**src/rtl/sio_pkg.sv**
```systemverilog
`default_nettype none
// ============================================================================
// Module   : sio_pkg
// Purpose  : State encodings and framing constants shared by the SIO engine.
// Revision : 1.0 - initial release
// ============================================================================
package sio_pkg;

  typedef logic [1:0] sio_state_t;

  localparam sio_state_t IDLE  = 2'd0;
  localparam sio_state_t START = 2'd1;
  localparam sio_state_t DATA  = 2'd2;
  localparam sio_state_t STOP  = 2'd3;

  localparam int DATA_BITS  = 8;
  localparam int FRAME_BITS = 10;

endpackage
`default_nettype wire

```
**src/rtl/sio_bit_timer.sv**
```systemverilog
`default_nettype none
// ============================================================================
// Module   : sio_bit_timer
// Purpose  : ce-gated, self-reloading down-counter with a one-clk tick output.
// Revision : 1.0 - initial release
// ============================================================================
module sio_bit_timer #(
  parameter int CNT_W  = 12,
  parameter int PERIOD = 108
) (
  input  logic             clk,
  input  logic             reset_n,
  input  logic             ce,
  input  logic             load,
  input  logic [CNT_W-1:0] load_val,
  output logic             tick
);

  localparam logic [CNT_W-1:0] c_period = CNT_W'(PERIOD);

  logic [CNT_W-1:0] r_cnt;

  // A value of N fires the tick on the Nth ce after the load, then every PERIOD ce.
  assign tick = ce && !load && (r_cnt == CNT_W'(1));

  always_ff @(posedge clk or negedge reset_n) begin
    if (!reset_n) begin
      r_cnt <= '0;
    end else if (load) begin
      r_cnt <= load_val;
    end else if (ce) begin
      if (r_cnt < CNT_W'(2)) begin
        r_cnt <= c_period;
      end else begin
        r_cnt <= r_cnt - CNT_W'(1);
      end
    end
  end

endmodule
`default_nettype wire

```
**src/rtl/sio_uart_core.sv**
```systemverilog
`default_nettype none
// ============================================================================
// Module   : sio_uart_core
// Purpose  : 8N1 LSB-first serialiser/deserialiser timed by the CPU clock-enable.
// Revision : 1.0 - initial release
// ============================================================================
module sio_uart_core
  import sio_pkg::*;
#(
  parameter int BIT_DIV = 108,
  parameter int CNT_W   = 12
) (
  input  logic       clk,
  input  logic       reset_n,
  input  logic       ce,
  input  logic       rx,
  output logic       tx,
  input  logic [7:0] tx_data,
  input  logic       tx_we,
  output logic       tx_empty,
  output logic [7:0] rx_data,
  output logic       rx_full,
  input  logic       rx_ack,
  output logic       frame_err,
  output logic       overrun
);

  localparam logic [CNT_W-1:0] c_bit_div  = CNT_W'(BIT_DIV);
  localparam logic [CNT_W-1:0] c_half_div = CNT_W'(BIT_DIV / 2);
  localparam logic [2:0]       c_last_bit = 3'(DATA_BITS - 1);

  // Reset asserts asynchronously, releases on a clk edge.
  logic [1:0] r_rst_pipe;
  logic       w_rst_n;

  always_ff @(posedge clk or negedge reset_n) begin
    if (!reset_n) begin
      r_rst_pipe <= 2'b00;
    end else begin
      r_rst_pipe <= {r_rst_pipe[0], 1'b1};
    end
  end

  assign w_rst_n = r_rst_pipe[1];

  // ---------------------------------------------------------------- transmit
  sio_state_t r_tx_state, w_tx_state_nxt;
  logic [7:0] r_tx_shift, w_tx_shift_nxt;
  logic [2:0] r_tx_bit, w_tx_bit_nxt;
  logic       r_tx, w_tx_nxt;
  logic       w_tx_load, w_tx_tick;

  sio_bit_timer #(
    .CNT_W  (CNT_W),
    .PERIOD (BIT_DIV)
  ) u_tx_timer (
    .clk      (clk),
    .reset_n  (w_rst_n),
    .ce       (ce),
    .load     (w_tx_load),
    .load_val (c_bit_div),
    .tick     (w_tx_tick)
  );

  always_ff @(posedge clk or negedge w_rst_n) begin
    if (!w_rst_n) begin
      r_tx_state <= IDLE;
      r_tx_shift <= '0;
      r_tx_bit   <= '0;
      r_tx       <= 1'b1;
    end else begin
      r_tx_state <= w_tx_state_nxt;
      r_tx_shift <= w_tx_shift_nxt;
      r_tx_bit   <= w_tx_bit_nxt;
      r_tx       <= w_tx_nxt;
    end
  end

  always_comb begin
    w_tx_state_nxt = r_tx_state;
    w_tx_shift_nxt = r_tx_shift;
    w_tx_bit_nxt   = r_tx_bit;
    w_tx_load      = 1'b0;
    case (r_tx_state)
      IDLE: begin
        if (tx_we) begin
          w_tx_load      = 1'b1;
          w_tx_shift_nxt = tx_data;
          w_tx_state_nxt = START;
        end
      end
      START: begin
        if (w_tx_tick) begin
          w_tx_state_nxt = DATA;
          w_tx_bit_nxt   = '0;
        end
      end
      DATA: begin
        if (w_tx_tick) begin
          w_tx_shift_nxt = {1'b0, r_tx_shift[7:1]};
          w_tx_bit_nxt   = r_tx_bit + 3'd1;
          if (r_tx_bit == c_last_bit) begin
            w_tx_state_nxt = STOP;
          end
        end
      end
      STOP: begin
        if (w_tx_tick) begin
          w_tx_state_nxt = IDLE;
        end
      end
      default: w_tx_state_nxt = IDLE;
    endcase

    // Line level is registered from the next state so tx never glitches.
    case (w_tx_state_nxt)
      START:   w_tx_nxt = 1'b0;
      DATA:    w_tx_nxt = w_tx_shift_nxt[0];
      default: w_tx_nxt = 1'b1;
    endcase
  end

  assign tx       = r_tx;
  assign tx_empty = (r_tx_state == IDLE);

  // ----------------------------------------------------------------- receive
  logic       r_rx_meta, r_rx_sync, r_rx_prev;
  sio_state_t r_rx_state, w_rx_state_nxt;
  logic [7:0] r_rx_shift, w_rx_shift_nxt;
  logic [2:0] r_rx_bit, w_rx_bit_nxt;
  logic       w_rx_load, w_rx_tick, w_rx_fall, w_rx_done, w_rx_busy;
  logic [7:0] r_rx_data;
  logic       r_rx_full, r_frame_err, r_overrun;

  sio_bit_timer #(
    .CNT_W  (CNT_W),
    .PERIOD (BIT_DIV)
  ) u_rx_timer (
    .clk      (clk),
    .reset_n  (w_rst_n),
    .ce       (ce),
    .load     (w_rx_load),
    .load_val (c_half_div),
    .tick     (w_rx_tick)
  );

  // r_rx_prev holds the line as seen at the previous ce tick.
  always_ff @(posedge clk or negedge w_rst_n) begin
    if (!w_rst_n) begin
      r_rx_meta <= 1'b1;
      r_rx_sync <= 1'b1;
      r_rx_prev <= 1'b1;
    end else begin
      r_rx_meta <= rx;
      r_rx_sync <= r_rx_meta;
      if (ce) begin
        r_rx_prev <= r_rx_sync;
      end
    end
  end

  assign w_rx_fall = ce && r_rx_prev && !r_rx_sync;

  always_ff @(posedge clk or negedge w_rst_n) begin
    if (!w_rst_n) begin
      r_rx_state <= IDLE;
      r_rx_shift <= '0;
      r_rx_bit   <= '0;
    end else begin
      r_rx_state <= w_rx_state_nxt;
      r_rx_shift <= w_rx_shift_nxt;
      r_rx_bit   <= w_rx_bit_nxt;
    end
  end

  always_comb begin
    w_rx_state_nxt = r_rx_state;
    w_rx_shift_nxt = r_rx_shift;
    w_rx_bit_nxt   = r_rx_bit;
    w_rx_load      = 1'b0;
    w_rx_done      = 1'b0;
    case (r_rx_state)
      IDLE: begin
        if (w_rx_fall) begin
          w_rx_load      = 1'b1;
          w_rx_state_nxt = START;
        end
      end
      START: begin
        if (w_rx_tick) begin
          if (r_rx_sync) begin
            w_rx_state_nxt = IDLE;
          end else begin
            w_rx_state_nxt = DATA;
            w_rx_bit_nxt   = '0;
          end
        end
      end
      DATA: begin
        if (w_rx_tick) begin
          w_rx_shift_nxt = {r_rx_sync, r_rx_shift[7:1]};
          w_rx_bit_nxt   = r_rx_bit + 3'd1;
          if (r_rx_bit == c_last_bit) begin
            w_rx_state_nxt = STOP;
          end
        end
      end
      STOP: begin
        if (w_rx_tick) begin
          w_rx_done      = 1'b1;
          w_rx_state_nxt = IDLE;
        end
      end
      default: w_rx_state_nxt = IDLE;
    endcase
  end

  // An ack arriving with a completion frees the holding register for the new byte.
  assign w_rx_busy = r_rx_full && !rx_ack;

  always_ff @(posedge clk or negedge w_rst_n) begin
    if (!w_rst_n) begin
      r_rx_data   <= '0;
      r_rx_full   <= 1'b0;
      r_frame_err <= 1'b0;
      r_overrun   <= 1'b0;
    end else if (w_rx_done && !w_rx_busy) begin
      r_rx_data   <= r_rx_shift;
      r_frame_err <= !r_rx_sync;
      r_rx_full   <= 1'b1;
      r_overrun   <= 1'b0;
    end else if (w_rx_done) begin
      r_overrun   <= 1'b1;
    end else if (rx_ack) begin
      r_rx_full   <= 1'b0;
      r_frame_err <= 1'b0;
      r_overrun   <= 1'b0;
    end
  end

  assign rx_data   = r_rx_data;
  assign rx_full   = r_rx_full;
  assign frame_err = r_frame_err;
  assign overrun   = r_overrun;

endmodule
`default_nettype wire

```
**config.mk**
```make
export PLATFORM = sky130hd
export DESIGN_NAME = sio_uart_core
export DESIGN_NICKNAME = d
export VERILOG_FILES = /design/src/rtl/sio_pkg.sv /design/src/rtl/sio_bit_timer.sv /design/src/rtl/sio_uart_core.sv
export SDC_FILE = /design/constraint.sdc
export NUM_CORES = 1
export LEC_CHECK = 0
export CORE_ASPECT_RATIO = 1.4
export CORE_MARGIN = 3
export CORE_UTILIZATION = 58
export DETAILED_ROUTE_END_ITERATION = 16
export GPL_TIMING_DRIVEN = 1
export HOLD_SLACK_MARGIN = 0.08
export PLACE_DENSITY = 0.79
export SYNTH_ARGS = -nofsm -noshare
export SYNTH_HDL_FRONTEND = slang
export SYNTH_HIERARCHICAL = 1
export SYNTH_SLANG_ARGS = --single-unit
export TNS_END_PERCENT = 10
```
**constraint.sdc**
```tcl
create_clock -name clk -period 2.35 [get_ports clk]
set_input_delay 0.705 -clock clk [delete_from_list [all_inputs] [get_ports clk]]
set_output_delay 0.705 -clock clk [all_outputs]
set_load 0.02 [all_outputs]
```
==> metrics.txt, run 1 <==
peak clock frequency supported by timing=435 MHz; total cell area at the placement stage=0.00415 sq mm; Clock transition at path regs=0.09 ns; cell family with most CP delay=simple AND/OR/NAND/NOR gates; initial detailed-routing violation count=164; postcts setup bufs=0; status=complete, no violations; initial antenna violation count=0; vias after detailed routing=2,863; first drt pass iteration count=5; power per standard cell area=735 mW/mm^2; post-synthesis cell type with the largest combined area=sky130_fd_sc_hd__dfrtp_1; most common library cell in the layout ignoring fill and taps=sky130_fd_sc_hd__dfrtp_1; sequential element share of the synthesized area=47.0%; worst hold path class=register to async pin; relative max-transition margin=55.5%; Unique masters post-synth=58; I/O pin cnt=27; Antenna Nets Post-Route=0; vias in the first global route=2,936; count of H-tree levels built during CTS=3; standard-cell row count=33; transition time at the pin with the least slew margin=0.662 ns; largest net degree at the start of global routing=44; async set-or-reset flop fraction in the synthesized netlist=100%; gr usage total=23.5%; wire length of the first global-routing pass=13,400 microns; area occupied by multi-input gates=0.00194 sq mm; mean cell area of the mapped netlist=10.2 sq um; clock insertion delay at the later pin of the skew report=0.34 ns; final routed wirelength across all metal layers=7560 microns; number of warnings issued by yosys=6; register area=0.00168 sq mm; slowest cell on the critical path=sky130_fd_sc_hd__mux2_2; placed wire-length estimate after detailed placement=5050 microns; peak fanout along the critical path=5; share of post-route cells with drive strength above 1=19.7%; routability cong.=0.760; vertical die dimension=98.9 microns; element type at the critical path end=register; area of the mapped netlist=0.00358 sq mm; fin area=0.00441 sq mm; cells along the critical path=dlygate4sd2_1 -> nand2_8 -> nor4_4 -> nor4b_2 -> nand2_1 -> nor3_4 -> nand3_4 -> a21oi_4 -> mux2_2; CTS Buffer Depth=2; type of element launching the critical path=input pin; horizontal extent of the die=72.4 microns; final setup fails=0; VDD IR-drop max=564 uV; Total Nets Final=438; Antenna Diode Count=0; DRC=0; fraction of post-synthesis cell area in the top cell type by area=44.1%; logic depth of the worst path, buffers included=9; Max Cap Violations=0; Leak=1.95 nW; post-detailed-route wirelength per cell=15.4 microns; via count normalized by instance count=5.83; arrival time reported for the critical path endpoint=2.53 ns; Layout area overhead=23.3%; cts-stage hold buffer count=0; worst setup path class=input pin to register; TritonCTS buffer count=9; Final Hold Slack=0.277 ns; final hold violation count=0; number of enable flip-flop cells after synthesis=0; Post-Route Skew=0.0160 ns; buffers plus inverters on the worst setup path=1; Max stage delay on crit path=0.36 ns; clock tree from TritonCTS=done; Layout fillers=411; clock net sink count=67; top post-synthesis cells by area=sky130_fd_sc_hd__dfrtp_1, sky130_fd_sc_hd__mux2_2, sky130_fd_sc_hd__nand2_1; most used cells in the layout excluding fill and tap cells=sky130_fd_sc_hd__dfrtp_1, sky130_fd_sc_hd__nand2_1, sky130_fd_sc_hd__conb_1; cell count of the worst reg-to-reg path=6; max-slew violation total from the final report=0; Data required, critical path=2.58 ns; core footprint=0.00590 sq mm; final critical path time including I/O delays and setup=2.30 ns; Buffers on Ports=26; effective utilization at floorplan=60.6%; clock tree root driver cell=sky130_fd_sc_hd__clkbuf_8; most instantiated flip-flop cell in the synthesis netlist=sky130_fd_sc_hd__dfrtp_1; post-synthesis instance total=352; total of flip-flops plus latches after synthesis=67; setup repair after global routing missed its margin=yes; Die ar.=0.00716 sq mm; Tcrit/Tclk final=97.9%; gr ovfl total=0
power breakdown:
group / leakage, nW / internal [W] / switching, W / total (W)
logic: 0.998 / 0.000343 / 0.000345 / 0.000687
clock network: 0.105 / 0.000505 / 0.000476 / 0.000981
registers: 0.850 / 0.00131 / 0.000260 / 0.00157
total: 1.95 / 0.00216 / 0.00108 / 0.00324
timing repair:
item	CTS	global route
gates resized for setup	9	3
pin swaps	1	8
endpoints found under the setup margin	34	18
cloned	1	0
Yosys cell counts, types with 4 or more instances:
cell type / number
sky130_fd_sc_hd__mux2_2: 17
sky130_fd_sc_hd__nor3_1: 6
sky130_fd_sc_hd__inv_1: 10
sky130_fd_sc_hd__o211ai_1: 8
sky130_fd_sc_hd__a22oi_1: 6
sky130_fd_sc_hd__a211oi_1: 4
sky130_fd_sc_hd__o31ai_1: 5
sky130_fd_sc_hd__dfstp_2: 4
sky130_fd_sc_hd__nand2b_1: 8
sky130_fd_sc_hd__o21ai_0: 16
sky130_fd_sc_hd__buf_2: 4
sky130_fd_sc_hd__nand3_1: 13
sky130_fd_sc_hd__nand2_1: 36
sky130_fd_sc_hd__ha_1: 8
sky130_fd_sc_hd__nor3_2: 4
sky130_fd_sc_hd__a2bb2oi_1: 4
sky130_fd_sc_hd__nand3b_1: 5
sky130_fd_sc_hd__nor4_1: 9
sky130_fd_sc_hd__a21oi_1: 17
sky130_fd_sc_hd__dfrtp_1: 63
sky130_fd_sc_hd__clkbuf_1: 11
sky130_fd_sc_hd__nor2b_1: 7
sky130_fd_sc_hd__nand4_1: 8
sky130_fd_sc_hd__nor2_1: 22
path summary, 6_finish.rpt:
| kind | to | startpoint | slack, ns |
|---|---|---|---|
| setup / recovery | rx_data[6] | ce | 0.05 |
| min in group clk | r_rx_sync | r_rx_meta | 0.36 |
| setup reg to reg | rx_data[6] | u_rx_timer/r_cnt[7] | 0.21 |
| hold reg to reg | r_tx_shift[1] | r_rst_pipe[1] | 0.28 |
| hold / removal | r_tx_shift[1] | r_rst_pipe[1] | 0.28 |
| max in group asynchronous | r_rx_prev | r_rst_pipe[1] | 1.38 |
sequential cells by signal (all words and copies together) (netlist names), named ones only:
name and cells:
frame_err 1, overrun 1, r_rst_pipe 2, r_rx_bit 3
r_rx_meta 1, r_rx_prev 1, r_rx_shift 8, r_rx_state 1
r_rx_sync 1, r_tx_bit 3, r_tx_shift 8, r_tx_state 2
rx_data 8, rx_full 1, tx 1, u_rx_timer/r_cnt 12
u_tx_timer/r_cnt 12
metal layers:
layer  part of all wire [%]  global-route usage, %  vias up
met5                      0                      0        -
li1                       -                      -     1399
met4                   0.86                   7.53        0
met1                     42                   29.2     1409
met3                    3.0                   4.80        6
met2                     54                   40.4       49
worst register-to-register path: stages (launching register included):
cell and delay, ns:
sky130_fd_sc_hd__dfrtp_1 0.45, sky130_fd_sc_hd__nor4_2 0.41, sky130_fd_sc_hd__nand2_1 0.16, sky130_fd_sc_hd__nor3_4 0.29
sky130_fd_sc_hd__nand3_4 0.15, sky130_fd_sc_hd__a21oi_4 0.22, sky130_fd_sc_hd__mux2_2 0.36
cell type report:
type	instances	share of cell area (%)
multi-input combinational	281	44.1
sequential	67	38.2
timing repair buffer	46	9.96
clock buffer	9	2.81
tap	70	1.99
clock inverter	7	1.79
inverter	11	1.22
metrics by stage:
stage | worst slack [ns] | setup TNS, ns | instances | power, W | util [%]
6_report | 0.0505 | 0 | 491 | 0.00324 | 74.7
5_1_grt | -0.0111 | -0.0347 | 491 | 0.00343 | 74.7
4_1_cts | 0.0144 | 0 | 491 | 0.00325 | 74.4
3_5_place_dp | -0.688 | -22.42 | 474 | 0.00225 | 70.2
3_3_place_gp | -0.636 | -20.35 | 474 | 0.00221 | 70.2
2_1_floorplan | -0.136 | -1.66 | 375 | 0.00204 | -
kinds of logic after synthesis:
group	after synthesis	share of synthesized area, %
and+or+nand+nor	146	24.6
buffers and inverters	28	3.74
other	2	0.210
xor gates and xnor gates	3	0.735
muxes	20	6.19
AOI/OAI and AO/OA	78	14.7
DFF	67	47.0
adders and majority gates	8	2.80
Power figures use the tool's default switching activity.
==> inputs of run 2 (changes only) <==
CORE_UTILIZATION = 53   (was 58)
PLACE_DENSITY = 0.76   (was 0.79)
clock period = 2.09 ns   (was 2.35 ns; I/O delays follow)
==> metrics.txt, run 2 (synthesis results as in run 1) <==
arrival time reported for the critical path endpoint=2.28 ns (was 2.53 ns); cells along the critical path=nor4_4 -> nor4b_4 -> nand2_1 -> nor3_4 -> nand3_4 -> a21oi_4 -> buf_12 -> mux2_2 (was dlygate4sd2_1 -> nand2_8 -> nor4_4 -> nor4b_2 -> nand2_1 -> nor3_4 -> nand3_4 -> a21oi_4 -> mux2_2); Antenna Diode Count=0 (unchanged); final routed wirelength across all metal layers=7500 microns (was 7560 microns); Max stage delay on crit path=0.57 ns (was 0.36 ns); count of H-tree levels built during CTS=3 (unchanged); gr ovfl total=0 (unchanged); Post-Route Skew=0.00973 ns (was 0.0160 ns); setup repair after global routing missed its margin=yes (unchanged); vias in the first global route=2,893 (was 2,936); vertical die dimension=103 microns (was 98.9 microns); peak clock frequency supported by timing=489 MHz; most common library cell in the layout ignoring fill and taps=sky130_fd_sc_hd__dfrtp_1 (unchanged); TritonCTS buffer count=9 (unchanged); core footprint=0.00638 sq mm (was 0.00590 sq mm); Total Nets Final=453 (was 438); post-layout power=0.00378 W (was 0.00324 W); Max Cap Violations=0 (unchanged); effective utilization at floorplan=56.0% (was 60.6%); clock insertion delay at the later pin of the skew report=0.34 ns (about the same); max-slew violation total from the final report=0 (unchanged); VDD IR-drop max=582 uV (was 564 uV); Final Hold Slack=0.293 ns (was 0.277 ns); via count normalized by instance count=5.77 (was 5.83); routed metal-1 wirelength=3110 microns (was 3160 microns); vias after detailed routing=2,930 (was 2,863); Layout fillers=468 (was 411); Leak=2.02 nW (was 1.95 nW); I/O pin cnt=27 (unchanged); Clock transition at path regs=0.08 ns (was 0.09 ns); uppermost metal layer occupied by signal nets=met4 (unchanged); initial detailed-routing violation count=176 (was 164); routability cong.=0.785 (was 0.760); largest registers=u_rx_timer/r_cnt: 12 flops, u_tx_timer/r_cnt: 12 flops (unchanged); Buffers on Ports=26 (unchanged); wire length of the first global-routing pass=12,800 microns (was 13,400 microns); cts-stage hold buffer count=0 (unchanged); largest net degree at the start of global routing=66 (was 44); share of post-route cells with drive strength above 1=24.1% (was 19.7%); CTS Buffer Depth=2 (unchanged); post-detailed-route wirelength per cell=14.8 microns (was 15.4 microns); status=complete, no violations (unchanged); Tcrit/Tclk final=97.8%; met2 wire len=4090 microns (was 4110 microns); buffers plus inverters on the worst setup path=1 (unchanged); standard-cell row count=34 (was 33); most used cells in the layout excluding fill and tap cells=sky130_fd_sc_hd__dfrtp_1, sky130_fd_sc_hd__nand2_1, sky130_fd_sc_hd__buf_4 (was sky130_fd_sc_hd__dfrtp_1, sky130_fd_sc_hd__nand2_1, sky130_fd_sc_hd__conb_1); clock tree from TritonCTS=done (unchanged); cell family with most CP delay=simple AND/OR/NAND/NOR gates (unchanged); Data required, critical path=2.32 ns (was 2.58 ns); Die ar.=0.00778 sq mm (was 0.00716 sq mm); routed wire length on met3=203 microns (was 226 microns); element type at the critical path end=register (unchanged); clock tree root driver cell=sky130_fd_sc_hd__clkbuf_8 (unchanged); peak fanout along the critical path=9 (was 5); clock net sink count=67 (unchanged); horizontal extent of the die=75.4 microns (was 72.4 microns); first drt pass iteration count=4 (was 5); Layout area overhead=27.4% (was 23.3%); worst hold path class=register to async pin (unchanged); final setup fails=0 (unchanged); type of element launching the critical path=register (was input pin); worst setup path class=register to register (was input pin to register); power per standard cell area=829 mW/mm^2 (was 735 mW/mm^2); initial antenna violation count=0 (unchanged); Antenna Nets Post-Route=0 (unchanged); gr usage total=21.1% (was 23.5%); placed wire-length estimate after detailed placement=4900 microns (was 5050 microns); final hold violation count=0 (unchanged); final critical path time including I/O delays and setup=2.04 ns; slowest cell on the critical path=sky130_fd_sc_hd__dfstp_2 (was sky130_fd_sc_hd__mux2_2); DRC=0 (unchanged)
## run 2: changes by cell type in the layout (fill, tap and decap cells not counted), moves of 2 or more
cell / before / now
sky130_fd_sc_hd__buf_4: 18 / 32
sky130_fd_sc_hd__clkinv_4: 1 / 4
sky130_fd_sc_hd__inv_6: 4 / 1
sky130_fd_sc_hd__mux2_2: 16 / 13
sky130_fd_sc_hd__mux2_4: 1 / 4
sky130_fd_sc_hd__buf_6: 0 / 2
sky130_fd_sc_hd__clkbuf_2: 0 / 2
sky130_fd_sc_hd__dlymetal6s2s_1: 2 / 0
## run 2: final timing paths
path                                    to  cells past startpoint  slack [ns]          start
min in group clk                 r_rx_sync                      0        0.36      r_rx_meta
max in group asynchronous        r_rx_sync                      1        1.48  r_rst_pipe[1]
worst min-delay path            rx_data[5]                      1        0.29  r_rst_pipe[1]
worst min register to register  rx_data[5]                      1        0.29  r_rst_pipe[1]
worst max-delay path            rx_data[6]                      8        0.05      r_rx_sync
worst max register to register  rx_data[6]                      8        0.05      r_rx_sync
## run 2: area by class of cell
| class | count | area [sq um] | area share (%) |
|---|---|---|---|
| Multi-Input combinational cell | 280 | 1980 | 43.4 |
| Inverter | 11 | 53.8 | 1.18 |
| Sequential cell | 67 | 1680 | 36.9 |
| Clock buffer | 10 | 128 | 2.80 |
| Timing Repair Buffer | 62 | 551 | 12.1 |
| Clock inverter | 6 | 73.8 | 1.62 |
| Tap cell | 72 | 90.1 | 1.98 |
## run 2: what timing repair did
action	in CTS	in global routing
pin swaps	7	8
resized for setup	12	14
endpoints found under the setup margin	45	29
buffers inserted	1	3
## run 2: per-layer routing
layer,up-vias,global-route usage (%)
met2,54,35.9
met4,0,9.42
li1,1420,-
met1,1446,26.1
met5,-,0
met3,10,3.19
## run 2: metrics by stage
step	worst slack [ns]	cells	cell area (sq um)	TNS [ns]	utilization, %
finish	0.0464	508	4560	0	71.4
global placement	-0.619	489	4260	-25.38	66.8
detailed placement	-0.655	489	4260	-27.60	66.8
CTS	-0.0207	505	4490	-0.0207	70.4
global route	-0.0352	508	4560	-0.221	71.4
floorplan	-0.291	375	3730	-4.68	-
## run 2: worst register-to-register path, stage by stage, from the launching register on
cell and delay [ns]:
sky130_fd_sc_hd__dfstp_2 0.57, sky130_fd_sc_hd__nor4_4 0.06, sky130_fd_sc_hd__nor4b_4 0.21, sky130_fd_sc_hd__nand2_1 0.12, sky130_fd_sc_hd__nor3_4 0.25, sky130_fd_sc_hd__nand3_4 0.11
sky130_fd_sc_hd__a21oi_4 0.14, sky130_fd_sc_hd__buf_12 0.15, sky130_fd_sc_hd__mux2_2 0.34
## run 2: report_power, final
part	leakage (nW)	internal (W)	switching, W
registers	0.850	0.00148	0.000243
logic	1.07	0.000478	0.000478
clock network	0.101	0.000564	0.000538
total	2.02	0.00252	0.00126
==> inputs of run 3 (changes only) <==
CORE_UTILIZATION = 58   (was 53)
PLACE_DENSITY = 0.79   (was 0.76)
clock period = 2.35 ns   (was 2.09 ns; I/O delays follow)
==> results of run 3 <==
Same layout as run 1: the final DEF is identical, and so are final timing and power.
